### src/rtl/uart_cmd_parser_if.sv
// +----------------------------------------------------------------------+
// | uart_cmd_parser_if : receive-side byte stream and register outputs     |
// | Rev 1.0                                                               |
// +----------------------------------------------------------------------+
`default_nettype none

interface uart_cmd_parser_if;
   logic       rxDataReady;
   logic [7:0] rxData;
   logic       tick;
   logic [1:0] ledCtrl;
   logic [7:0] reportPeriod;
   logic       reportReq;
   logic       cmdValid;
   logic [7:0] cmdCode;
   logic [7:0] cmdArg;
   logic       errPulse;
   logic [7:0] errCount;

   modport master (
      output rxDataReady, rxData, tick,
      input  ledCtrl, reportPeriod, reportReq, cmdValid,
      input  cmdCode, cmdArg, errPulse, errCount
   );

   modport slave (
      input  rxDataReady, rxData, tick,
      output ledCtrl, reportPeriod, reportReq, cmdValid,
      output cmdCode, cmdArg, errPulse, errCount
   );
endinterface

`default_nettype wire

### src/rtl/uart_cmd_parser.sv
// +----------------------------------------------------------------------+
// | uart_cmd_parser : "$<cmd><hi><lo><CR|LF>" frame parser and registers  |
// | Rev 1.0                                                               |
// +----------------------------------------------------------------------+
`default_nettype none

module uart_cmd_parser #(
   parameter int         TIMEOUT_TICKS = 16,
   parameter logic [7:0] PERIOD_RST    = 8'h04
) (
   input  wire                  CLK_10MHZ,
   input  wire                  nRST,
   uart_cmd_parser_if.slave     bus
);

   localparam int            CW      = $clog2(TIMEOUT_TICKS + 1);
   localparam logic [CW-1:0] TO_LAST = CW'(TIMEOUT_TICKS - 1);

   localparam logic [7:0] C_DOLLAR = 8'h24;
   localparam logic [7:0] C_CR     = 8'h0D;
   localparam logic [7:0] C_LF     = 8'h0A;
   localparam logic [7:0] C_L      = 8'h4C;
   localparam logic [7:0] C_P      = 8'h50;
   localparam logic [7:0] C_R      = 8'h52;

   typedef enum logic [2:0] {
      S_IDLE = 3'd0,
      S_CMD  = 3'd1,
      S_HI   = 3'd2,
      S_LO   = 3'd3,
      S_TERM = 3'd4
   } state_t;

   state_t        state_q, state_d;
   logic [CW-1:0] cnt_q, cnt_d;
   logic [7:0]    letter_q, letter_d;
   logic [7:0]    arg_q, arg_d;
   logic [1:0]    ledCtrl_q, ledCtrl_d;
   logic [7:0]    period_q, period_d;
   logic          reportReq_q, reportReq_d;
   logic          cmdValid_q, cmdValid_d;
   logic [7:0]    cmdCode_q, cmdCode_d;
   logic [7:0]    cmdArg_q, cmdArg_d;
   logic          errPulse_q, errPulse_d;
   logic [7:0]    errCount_q, errCount_d;

   function automatic logic is_hex(input logic [7:0] b);
      return (b >= 8'h30 && b <= 8'h39) || (b >= 8'h41 && b <= 8'h46) ||
             (b >= 8'h61 && b <= 8'h66);
   endfunction

   // Letters A-F/a-f share low nibble 1..6, so +9 maps them to 10..15.
   function automatic logic [3:0] hex_val(input logic [7:0] b);
      return b[6] ? 4'(b[3:0] + 4'd9) : b[3:0];
   endfunction

   always_ff @(posedge CLK_10MHZ) begin
      if (!nRST) begin
         state_q     <= S_IDLE;
         cnt_q       <= '0;
         letter_q    <= 8'h00;
         arg_q       <= 8'h00;
         ledCtrl_q   <= 2'b00;
         period_q    <= PERIOD_RST;
         reportReq_q <= 1'b0;
         cmdValid_q  <= 1'b0;
         cmdCode_q   <= 8'h00;
         cmdArg_q    <= 8'h00;
         errPulse_q  <= 1'b0;
         errCount_q  <= 8'h00;
      end else begin
         state_q     <= state_d;
         cnt_q       <= cnt_d;
         letter_q    <= letter_d;
         arg_q       <= arg_d;
         ledCtrl_q   <= ledCtrl_d;
         period_q    <= period_d;
         reportReq_q <= reportReq_d;
         cmdValid_q  <= cmdValid_d;
         cmdCode_q   <= cmdCode_d;
         cmdArg_q    <= cmdArg_d;
         errPulse_q  <= errPulse_d;
         errCount_q  <= errCount_d;
      end
   end

   logic [7:0] w_b;
   logic       w_err;
   logic       w_exec;

   always_comb begin
      w_b         = bus.rxData;
      w_err       = 1'b0;
      w_exec      = 1'b0;
      state_d     = state_q;
      cnt_d       = cnt_q;
      letter_d    = letter_q;
      arg_d       = arg_q;
      ledCtrl_d   = ledCtrl_q;
      period_d    = period_q;
      reportReq_d = 1'b0;
      cmdValid_d  = 1'b0;
      cmdCode_d   = cmdCode_q;
      cmdArg_d    = cmdArg_q;

      // A received byte takes priority over a coincident timeout expiry.
      if (bus.rxDataReady) begin
         cnt_d = '0;
         case (state_q)
            S_IDLE: begin
               if (w_b == C_DOLLAR) state_d = S_CMD;
            end
            S_CMD: begin
               if (w_b == C_L || w_b == C_P || w_b == C_R) begin
                  letter_d = w_b;
                  state_d  = S_HI;
               end else begin
                  w_err   = 1'b1;
                  state_d = (w_b == C_DOLLAR) ? S_CMD : S_IDLE;
               end
            end
            S_HI: begin
               if (is_hex(w_b)) begin
                  arg_d[7:4] = hex_val(w_b);
                  state_d    = S_LO;
               end else begin
                  w_err   = 1'b1;
                  state_d = (w_b == C_DOLLAR) ? S_CMD : S_IDLE;
               end
            end
            S_LO: begin
               if (is_hex(w_b)) begin
                  arg_d[3:0] = hex_val(w_b);
                  state_d    = S_TERM;
               end else begin
                  w_err   = 1'b1;
                  state_d = (w_b == C_DOLLAR) ? S_CMD : S_IDLE;
               end
            end
            S_TERM: begin
               if (w_b == C_CR || w_b == C_LF) begin
                  w_exec  = 1'b1;
                  state_d = S_IDLE;
               end else begin
                  w_err   = 1'b1;
                  state_d = (w_b == C_DOLLAR) ? S_CMD : S_IDLE;
               end
            end
            default: state_d = S_IDLE;
         endcase
      end else if (state_q != S_IDLE && bus.tick) begin
         if (cnt_q == TO_LAST) begin
            w_err   = 1'b1;
            state_d = S_IDLE;
            cnt_d   = '0;
         end else begin
            cnt_d = cnt_q + CW'(1);
         end
      end else if (state_q == S_IDLE) begin
         cnt_d = '0;
      end

      if (w_exec) begin
         cmdValid_d = 1'b1;
         cmdCode_d  = letter_q;
         cmdArg_d   = arg_q;
         case (letter_q)
            C_L:     ledCtrl_d   = arg_q[1:0];
            C_P:     period_d    = arg_q;
            C_R:     reportReq_d = 1'b1;
            default: ;
         endcase
      end

      errPulse_d = w_err;
      errCount_d = (w_err && errCount_q != 8'hFF) ? errCount_q + 8'd1 : errCount_q;
   end

   assign bus.ledCtrl      = ledCtrl_q;
   assign bus.reportPeriod = period_q;
   assign bus.reportReq    = reportReq_q;
   assign bus.cmdValid     = cmdValid_q;
   assign bus.cmdCode      = cmdCode_q;
   assign bus.cmdArg       = cmdArg_q;
   assign bus.errPulse     = errPulse_q;
   assign bus.errCount     = errCount_q;

endmodule

`default_nettype wire

### src/flat_wrapper.sv
// flat-port wrapper written by rule: the top's interface ports become plain ports
module uart_cmd_parser_flat 
#(
   parameter int         TIMEOUT_TICKS = 16,
   parameter logic [7:0] PERIOD_RST    = 8'h04
)
  (CLK_10MHZ, nRST, bus_rxDataReady, bus_rxData, bus_tick, bus_ledCtrl, bus_reportPeriod, bus_reportReq, bus_cmdValid, bus_cmdCode, bus_cmdArg, bus_errPulse, bus_errCount);
  uart_cmd_parser_if bus_i ();
  input  wire CLK_10MHZ;
  input  wire nRST;
  input wire logic [$bits(bus_i.rxDataReady)-1:0] bus_rxDataReady;
  input wire logic [$bits(bus_i.rxData)-1:0] bus_rxData;
  input wire logic [$bits(bus_i.tick)-1:0] bus_tick;
  output wire logic [$bits(bus_i.ledCtrl)-1:0] bus_ledCtrl;
  output wire logic [$bits(bus_i.reportPeriod)-1:0] bus_reportPeriod;
  output wire logic [$bits(bus_i.reportReq)-1:0] bus_reportReq;
  output wire logic [$bits(bus_i.cmdValid)-1:0] bus_cmdValid;
  output wire logic [$bits(bus_i.cmdCode)-1:0] bus_cmdCode;
  output wire logic [$bits(bus_i.cmdArg)-1:0] bus_cmdArg;
  output wire logic [$bits(bus_i.errPulse)-1:0] bus_errPulse;
  output wire logic [$bits(bus_i.errCount)-1:0] bus_errCount;
  assign bus_i.rxDataReady = bus_rxDataReady;
  assign bus_i.rxData = bus_rxData;
  assign bus_i.tick = bus_tick;
  assign bus_ledCtrl = bus_i.ledCtrl;
  assign bus_reportPeriod = bus_i.reportPeriod;
  assign bus_reportReq = bus_i.reportReq;
  assign bus_cmdValid = bus_i.cmdValid;
  assign bus_cmdCode = bus_i.cmdCode;
  assign bus_cmdArg = bus_i.cmdArg;
  assign bus_errPulse = bus_i.errPulse;
  assign bus_errCount = bus_i.errCount;
  uart_cmd_parser #(.TIMEOUT_TICKS(TIMEOUT_TICKS), .PERIOD_RST(PERIOD_RST)) u_core (.CLK_10MHZ(CLK_10MHZ), .nRST(nRST), .bus(bus_i));
endmodule
### config.mk
export PLATFORM = sky130hd
export DESIGN_NAME = uart_cmd_parser_flat
export DESIGN_NICKNAME = d
export VERILOG_FILES = /design/src/rtl/uart_cmd_parser_if.sv /design/src/rtl/uart_cmd_parser.sv /design/src/flat_wrapper.sv
export SDC_FILE = /design/constraint.sdc
export NUM_CORES = 1
export LEC_CHECK = 0
export CAP_MARGIN = 0
export CORE_MARGIN = 5
export CORE_UTILIZATION = 35
export CTS_CLUSTER_DIAMETER = 40
export DETAILED_ROUTE_END_ITERATION = 7
export GPL_TIMING_DRIVEN = 1
export PLACE_DENSITY = 0.57
export REMOVE_ABC_BUFFERS = 1
export SYNTH_ARGS = -nofsm -noshare
export SYNTH_HDL_FRONTEND = slang
export SYNTH_SLANG_ARGS = --single-unit
export TNS_END_PERCENT = 100
### constraint.sdc
create_clock -name CLK_10MHZ -period 3.7 [get_ports CLK_10MHZ]
set_clock_uncertainty 0.1 [all_clocks]
set_input_delay 1.11 -clock CLK_10MHZ [delete_from_list [all_inputs] [get_ports CLK_10MHZ]]
set_output_delay 1.11 -clock CLK_10MHZ [all_outputs]
set_load 0.1 [all_outputs]
==> results of run 1 <==
## registers in the layout (all words and copies together) (netlist names), 3 cells and up
name	flops
u_core.arg_q	8
u_core.bus.cmdArg	8
u_core.bus.cmdCode	8
u_core.bus.errCount	8
u_core.bus.reportPeriod	8
u_core.cnt_q	5
u_core.letter_q	8
u_core.state_q	3
## layout by cell type, fill, tap and decap left out, types with 4 or more instances in the layout
master           synthesis  layout
inv_1                    8       8
nor3_1                   4       4
a21oi_1                 14      14
o21ai_0                  9       9
ha_1                     6       6
or3_1                    4       4
nand2_1                 18      18
clkdlybuf4s50_1          0      11
dfxtp_1                 61      61
mux2i_1                 36      36
nor2_1                  50      50
clkbuf_8                 0      12
buf_4                    1      57
nand3_1                 10      10
## stage by stage
| stage | util | total power, mW | hold slack [ns] |
|---|---|---|---|
| 2_1_floorplan | - | 0.715 | 0.323 |
| 3_3_place_gp | 0.439 | 0.765 | 0.339 |
| 3_5_place_dp | 0.439 | 0.765 | 0.358 |
| 4_1_cts | 0.466 | 1.38 | 0.368 |
| 5_1_grt | 0.466 | 1.42 | 0.387 |
| 6_report | 0.466 | 1.36 | 0.368 |
## power by group through the flow
stage          clock [mW]  combinational (mW)  sequential [mW]
6_report            0.613              0.0899            0.660
3_5_place_dp            0              0.0904            0.675
3_3_place_gp            0              0.0899            0.675
2_1_floorplan           0              0.0293            0.685
5_1_grt             0.662              0.0978            0.660
4_1_cts             0.634              0.0906            0.660
## logic make-up (layout without fill, tap and decap cells)
family | count (synthesis) | count (layout) | synth area share
AO/OA/AOI/OAI | 43 | 43 | 0.114
XOR/XNOR | 4 | 4 | 0.0128
adder cells (fa/ha/maj) | 6 | 6 | 0.0275
buffers and inverters | 25 | 94 | 0.0440
flip-flops | 61 | 61 | 0.447
multiplexers | 36 | 36 | 0.132
AND/OR/NAND/NOR | 118 | 118 | 0.223
## area by class of cell
cell class,count,share of cell area
Multi-Input combinational cell,207,0.392
Timing Repair Buffer,70,0.162
Sequential cell,61,0.343
Clock buffer,12,0.0463
Clock inverter,4,0.0126
Inverter,8,0.00842
Tap cell,102,0.0358
## worst max-delay path: stages
cell,delay (ns)
clkdlybuf4s50_1,0.47
inv_1,0.14
ha_1,0.22
inv_1,0.06
o311a_1,0.30
a2111o_1,0.38
a31o_4,0.30
or4_1,0.51
a21oi_1,0.15
## worst min-delay path by stage
stage	from	endpoint	slack [ns]	depth (start not counted)
2_1_floorplan	u_core.cnt_q[4]$_SDFFE_PP0P_	u_core.cnt_q[4]$_SDFFE_PP0P_	0.32	2
3_3_place_gp	u_core.cnt_q[4]$_SDFFE_PP0P_	u_core.cnt_q[4]$_SDFFE_PP0P_	0.34	2
3_5_place_dp	u_core.cnt_q[4]$_SDFFE_PP0P_	u_core.cnt_q[4]$_SDFFE_PP0P_	0.36	2
4_1_cts	u_core.cnt_q[4]$_SDFFE_PP0P_	u_core.cnt_q[4]$_SDFFE_PP0P_	0.37	2
5_1_grt	u_core.cnt_q[4]$_SDFFE_PP0P_	u_core.cnt_q[4]$_SDFFE_PP0P_	0.39	2
6_report	u_core.cnt_q[4]$_SDFFE_PP0P_	u_core.cnt_q[4]$_SDFFE_PP0P_	0.37	2
## cell usage after synthesis, types with 4 or more instances
| cell | n |
|---|---|
| mux2i_1 | 36 |
| nand2_1 | 18 |
| o21ai_0 | 9 |
| inv_1 | 8 |
| nand3_1 | 10 |
| ha_1 | 6 |
| a21oi_1 | 14 |
| clkbuf_1 | 11 |
| nor3_1 | 4 |
| or3_1 | 4 |
| nor2_1 | 50 |
| dfxtp_1 | 61 |
| nor4_1 | 4 |
## layer usage
layer | wire length, um | track usage | up-vias
met5 | 0 | 0 | -
met4 | 69 | 0.0441 | 0
met3 | 320 | 0.0529 | 8
met2 | 2860 | 0.215 | 47
met1 | 3030 | 0.164 | 1037
li1 | - | - | 1165
==> impl_metrics.env, run 1 <==
export IMPL_final_layout_size_suffix_gt1_frac=0.246
export IMPL_hold_class="reg2reg"
export IMPL_timing_setup_tns_ns=0
export IMPL_netlist_instances=293
export IMPL_routabilityCongestion=0.810
export IMPL_grt_pass1_vias=2226
export IMPL_grt_first_pass_wirelength_mm=10.4
export IMPL_maxClockFrequency_ghz=0.287
export IMPL_cp_data_arrival_time_ns=3.65
export IMPL_io_pin_count=49
export IMPL_place_area_sq_um=3350
export IMPL_number_of_synthesized_flops_with_an_enable_pin=0
export IMPL_maximum_number_of_pins_on_one_net_before_global_route_repair=33
export IMPL_multi_input_area_sq_um=1400
export IMPL_ctsHtreeMaxLevel=3
export IMPL_place_detailed_instances=448
export IMPL_synth_area_sq_um=2730
export IMPL_total_global_routing_overflow=0
export IMPL_critical_path_fanout_max=13
export IMPL_worstPathRequired_ns=3.87
export IMPL_power_clock_fraction=0.450
export IMPL_die_outline_area_sq_um=9670
export IMPL_critPathCaptureType="flip-flop"
export IMPL_worstSetupStartpointType="input pin"
export IMPL_power_density_cell_area_nw_per_um2=382
export IMPL_die_x_um=98.4
export IMPL_filler_cell_count=775
export IMPL_detail_route_vias_per_cell=4.86
export IMPL_final_setup_vio_count=0
export IMPL_synth_lib_cells_used_distinct=55
export IMPL_cts_setup_buffers=0
export IMPL_cts_hold_buf=0
export IMPL_clkSinkCount=61
export IMPL_clock_latency_ns=0.33
export IMPL_drt_pass1_iterations=4
export IMPL_clockBufferDepth=2
export IMPL_net_switching_power_mw=0.304
export IMPL_timing_max_transition_violations_final=0
export IMPL_preCtsSetupSlack_ns=-0.130
export IMPL_gr_usage_all_layers=0.134
export IMPL_timing_final_ws_setup_ns=0.215
export IMPL_vdd_ir_drop_worst_mv=0.208
export IMPL_antenna_found_initial=0
export IMPL_port_buffers=48
export IMPL_fin_cells=464
export IMPL_start_util=0.357
export IMPL_timing_critical_path_to="u_core.bus.errCount[4]$_SDFFE_PN0P_"
export IMPL_worstRegToRegCells=7
export IMPL_synth_avg_cell_area_sq_um=9.33
export IMPL_shortest_period_the_worst_path_allows_ns=3.48
export IMPL_placeableCoreArea_sq_um=7650
export IMPL_finalHoldViolCount=0
export IMPL_drt_initial_drc_count=72
export IMPL_floorplan_die_height_um=98.4
export IMPL_drt_wl_total_mm=6.28
export IMPL_async_reset_ff_frac=0
export IMPL_critical_path_class="in2reg"
export IMPL_area_growth_pct=30.4
export IMPL_rsz0062_at_grt="false"
export IMPL_finish_instance_area_sq_um=3560
export IMPL_worst_slew_pin_slew_ns=0.534
export IMPL_synth_largest_area_cell="dfxtp_1"
export IMPL_power_sequential_fraction=0.484
export IMPL_worst_setup_path_startpoint="bus_rxData[0]"
export IMPL_cts_clk_slew_worst_paths_ns=0.07
export IMPL_detailroute_via_count=2257
export IMPL_yosys_most_used_dff="dfxtp_1"
export IMPL_power_switching_share=0.223
export IMPL_seq_area_sq_um=1220
export IMPL_antenna_violating_nets_post_route=0
export IMPL_post_synth_main_area_contributors="dfxtp_1 (45%), mux2i_1 (13%), nor2_1 (6.9%), ha_1 (2.7%), a21oi_1 (2.6%)"
export IMPL_synth_yosys_seq_area_share=0.447
export IMPL_power_combinational_fraction=0.066
export IMPL_detailedPlacementHpwl_mm=4.67
export IMPL_nets=375
export IMPL_detail_route_wl_per_cell_um=13.5
export IMPL_timing_max_slew_rel_slack=0.641
export IMPL_cts_tree="built"
export IMPL_fin_crit_sh=0.942
export IMPL_regToRegEndpoint="u_core.bus.reportPeriod[2]$_SDFFE_PN1P_"
export IMPL_run_status="finished clean"
export IMPL_reg2reg_setup_slack_ns=1.49
export IMPL_cts_buffers_inserted=9
export IMPL_reg2reg_from="u_core.state_q[2]$_SDFFE_PN0P_"
export IMPL_total_leakage_power_nw=1.45
export IMPL_cts_root_buf="clkbuf_8"
export IMPL_cap_viol_max_count=0
export IMPL_number_of_antenna_repair_diodes=0
export IMPL_yosys_register_bits=61
export IMPL_warnings_from_yosys=0
export IMPL_cell_internal_pwr_mw=1.06
export IMPL_yosys_area_top_type_share=0.447
export IMPL_remaining_drc_errors=0
export IMPL_resized_gates_after_cts=0
export IMPL_std_cell_rows=32
No activity file was read; power rests on OpenSTA's default activity.
==> run 2, diff against run 1 <==
==> constraint.sdc (replaced) <==
create_clock -name CLK_10MHZ -period 3.7 [get_ports CLK_10MHZ]
set_clock_uncertainty 0.1 [all_clocks]
set_input_delay 0.74 -clock CLK_10MHZ [delete_from_list [all_inputs] [get_ports CLK_10MHZ]]
set_output_delay 0.74 -clock CLK_10MHZ [all_outputs]
set_load 0.1 [all_outputs]
==> impl_metrics.env, run 2 (synthesis gave the netlist of run 1 again) <==
export IMPL_worst_slew_pin_slew_ns=0.976
export IMPL_detailedPlacementHpwl_mm=4.51
export IMPL_critical_path_fanout_max=17
export IMPL_worstSetupStartpointType="input pin"
export IMPL_clkSinkCount=61
export IMPL_detail_route_vias_per_cell=4.94
export IMPL_antenna_violating_nets_post_route=0
export IMPL_timing_setup_tns_ns=0
export IMPL_detail_route_wl_per_cell_um=13.8
export IMPL_final_setup_vio_count=0
export IMPL_grt_first_pass_wirelength_mm=10.3
export IMPL_ctsHtreeMaxLevel=3
export IMPL_post_route_util=0.458
export IMPL_nets=362
export IMPL_critPathCaptureType="flip-flop"
export IMPL_resized_gates_after_cts=0
export IMPL_cell_internal_pwr_mw=0.983
export IMPL_total_leakage_power_nw=1.29
export IMPL_cts_root_buf="clkbuf_8"
export IMPL_cts_clk_slew_worst_paths_ns=0.06
export IMPL_detailroute_via_count=2224
export IMPL_power_clock_fraction=0.416
export IMPL_floorplan_die_height_um=98.4
export IMPL_die_outline_area_sq_um=9670
export IMPL_antenna_found_initial=0
export IMPL_drt_pass1_iterations=4
export IMPL_power_switching_share=0.225
export IMPL_power_combinational_fraction=0.064
export IMPL_cts_hold_buf=0
export IMPL_layout_common_cells="dfxtp_1 (61), nor2_1 (50), clkdlybuf4s50_1 (48)"
export IMPL_timing_max_slew_rel_slack=0.347
export IMPL_gr_usage_all_layers=0.132
export IMPL_power_density_cell_area_nw_per_um2=362
export IMPL_finalHoldViolCount=0
export IMPL_cts_tree="built"
export IMPL_io_pin_count=49
export IMPL_worstPathRequired_ns=3.86
export IMPL_vdd_ir_drop_worst_mv=0.222
export IMPL_cp_data_arrival_time_ns=3.35
export IMPL_remaining_drc_errors=0
export IMPL_drt_initial_drc_count=130
export IMPL_port_buffers=48
export IMPL_shortest_period_the_worst_path_allows_ns=3.19
export IMPL_critical_path_cell_chain="clkdlybuf4s50_1 > inv_1 > ha_1 > inv_1 > o311a_1 > a2111o_1 > a31o_4 > or4_1 > a21oi_1"
export IMPL_start_util=0.357
export IMPL_clock_latency_ns=0.33
export IMPL_total_global_routing_overflow=0
export IMPL_cap_viol_max_count=0
export IMPL_critical_path_max_stage_delay_ns=0.51
export IMPL_net_switching_power_mw=0.285
export IMPL_timing_max_transition_violations_final=0
export IMPL_placeableCoreArea_sq_um=7650
export IMPL_cts_setup_buffers=0
export IMPL_grt_pass1_vias=2172
export IMPL_power_sequential_fraction=0.521
export IMPL_clockBufferDepth=2
export IMPL_final_layout_size_suffix_gt1_frac=0.103
export IMPL_run_status="finished clean"
export IMPL_drt_wl_total_mm=6.22
export IMPL_std_cell_rows=32
export IMPL_maximum_number_of_pins_on_one_net_before_global_route_repair=30
export IMPL_number_of_antenna_repair_diodes=0
export IMPL_routabilityCongestion=0.815
export IMPL_hold_class="reg2reg"
export IMPL_rsz0062_at_grt="false"
export IMPL_critical_path_most_common_cell="inv_1"
export IMPL_cts_buffers_inserted=9
export IMPL_area_growth_pct=28.2
export IMPL_die_x_um=98.4
export IMPL_fin_crit_sh=0.863
export IMPL_critical_path_class="in2reg"
export IMPL_most_common_cell_after_layout_fill_and_taps_aside="dfxtp_1"
export IMPL_critical_path_slowest_cell="or4_1"
export IMPL_maxClockFrequency_ghz=0.313
run 2: worst paths after layout:
kind                            cells after the start  slack [ns]                                       to                           start
worst max-delay path                                9        0.51      u_core.bus.errCount[3]$_SDFFE_PN0P_                   bus_rxData[0]
worst min-delay path                                2        0.35             u_core.cnt_q[4]$_SDFFE_PP0P_    u_core.cnt_q[4]$_SDFFE_PP0P_
worst max register to register                      6        1.42  u_core.bus.reportPeriod[7]$_SDFFE_PN0P_  u_core.state_q[2]$_SDFFE_PN0P_
worst min register to register                      2        0.35             u_core.cnt_q[4]$_SDFFE_PP0P_    u_core.cnt_q[4]$_SDFFE_PP0P_
run 2: critical path: cells and delay by family:
kind | cells | cell delay, ns
AO/OA/AOI/OAI | 4 | 1.17
buffers and inverters | 3 | 0.67
AND/OR/NAND/NOR | 1 | 0.51
adder cells (fa/ha/maj) | 1 | 0.25
run 2: per-layer routing:
| layer | up-vias | part of all wire | GRT usage |
|---|---|---|---|
| met5 | - | 0 | 0 |
| met2 | 57 | 0.44 | 0.205 |
| li1 | 1133 | - | - |
| met4 | 0 | 0.0087 | 0.0483 |
| met3 | 4 | 0.057 | 0.0500 |
| met1 | 1030 | 0.49 | 0.166 |
run 2: cell type report:
type                    instances  area (sq um)
clock buffers                  14           173
clock inverters                 1          5.00
fillers                       766          4150
inverters                       8          30.0
multi-input cells             207          1400
flip-flops and latches         61          1220
well taps                     102           128
repair buffers                 57           548
run 2: through the flow:
step / instances / setup WS, ns / total power, mW / hold slack [ns] / instance area (sq um)
2_1_floorplan: 276 / -1.31 / 0.715 / 0.323 / 2640
4_1_cts: 450 / 0.534 / 1.29 / 0.351 / 3500
3_3_place_gp: 435 / 0.251 / 0.755 / 0.339 / 3320
6_report: 450 / 0.508 / 1.27 / 0.349 / 3500
3_5_place_dp: 435 / 0.187 / 0.756 / 0.342 / 3320
5_1_grt: 450 / 0.351 / 1.32 / 0.379 / 3500
run 2: power by group through the flow:
stage                     Combinational [mW]  Clock, mW  Sequential [mW]
after detailed placement              0.0812          0            0.675
after global routing                  0.0880      0.577            0.660
after floorplan                       0.0293          0            0.685
after CTS                             0.0815      0.549            0.660
final                                 0.0806      0.527            0.660
after global placement                0.0801          0            0.675
==> run 3, diff against run 2 <==
Settings changed: ABC_CLOCK_PERIOD_IN_PS set to 3700, TNS_END_PERCENT 100 to 1.
==> results of run 3 <==
Same layout as run 2: the final DEF is identical, and so are final timing and power.
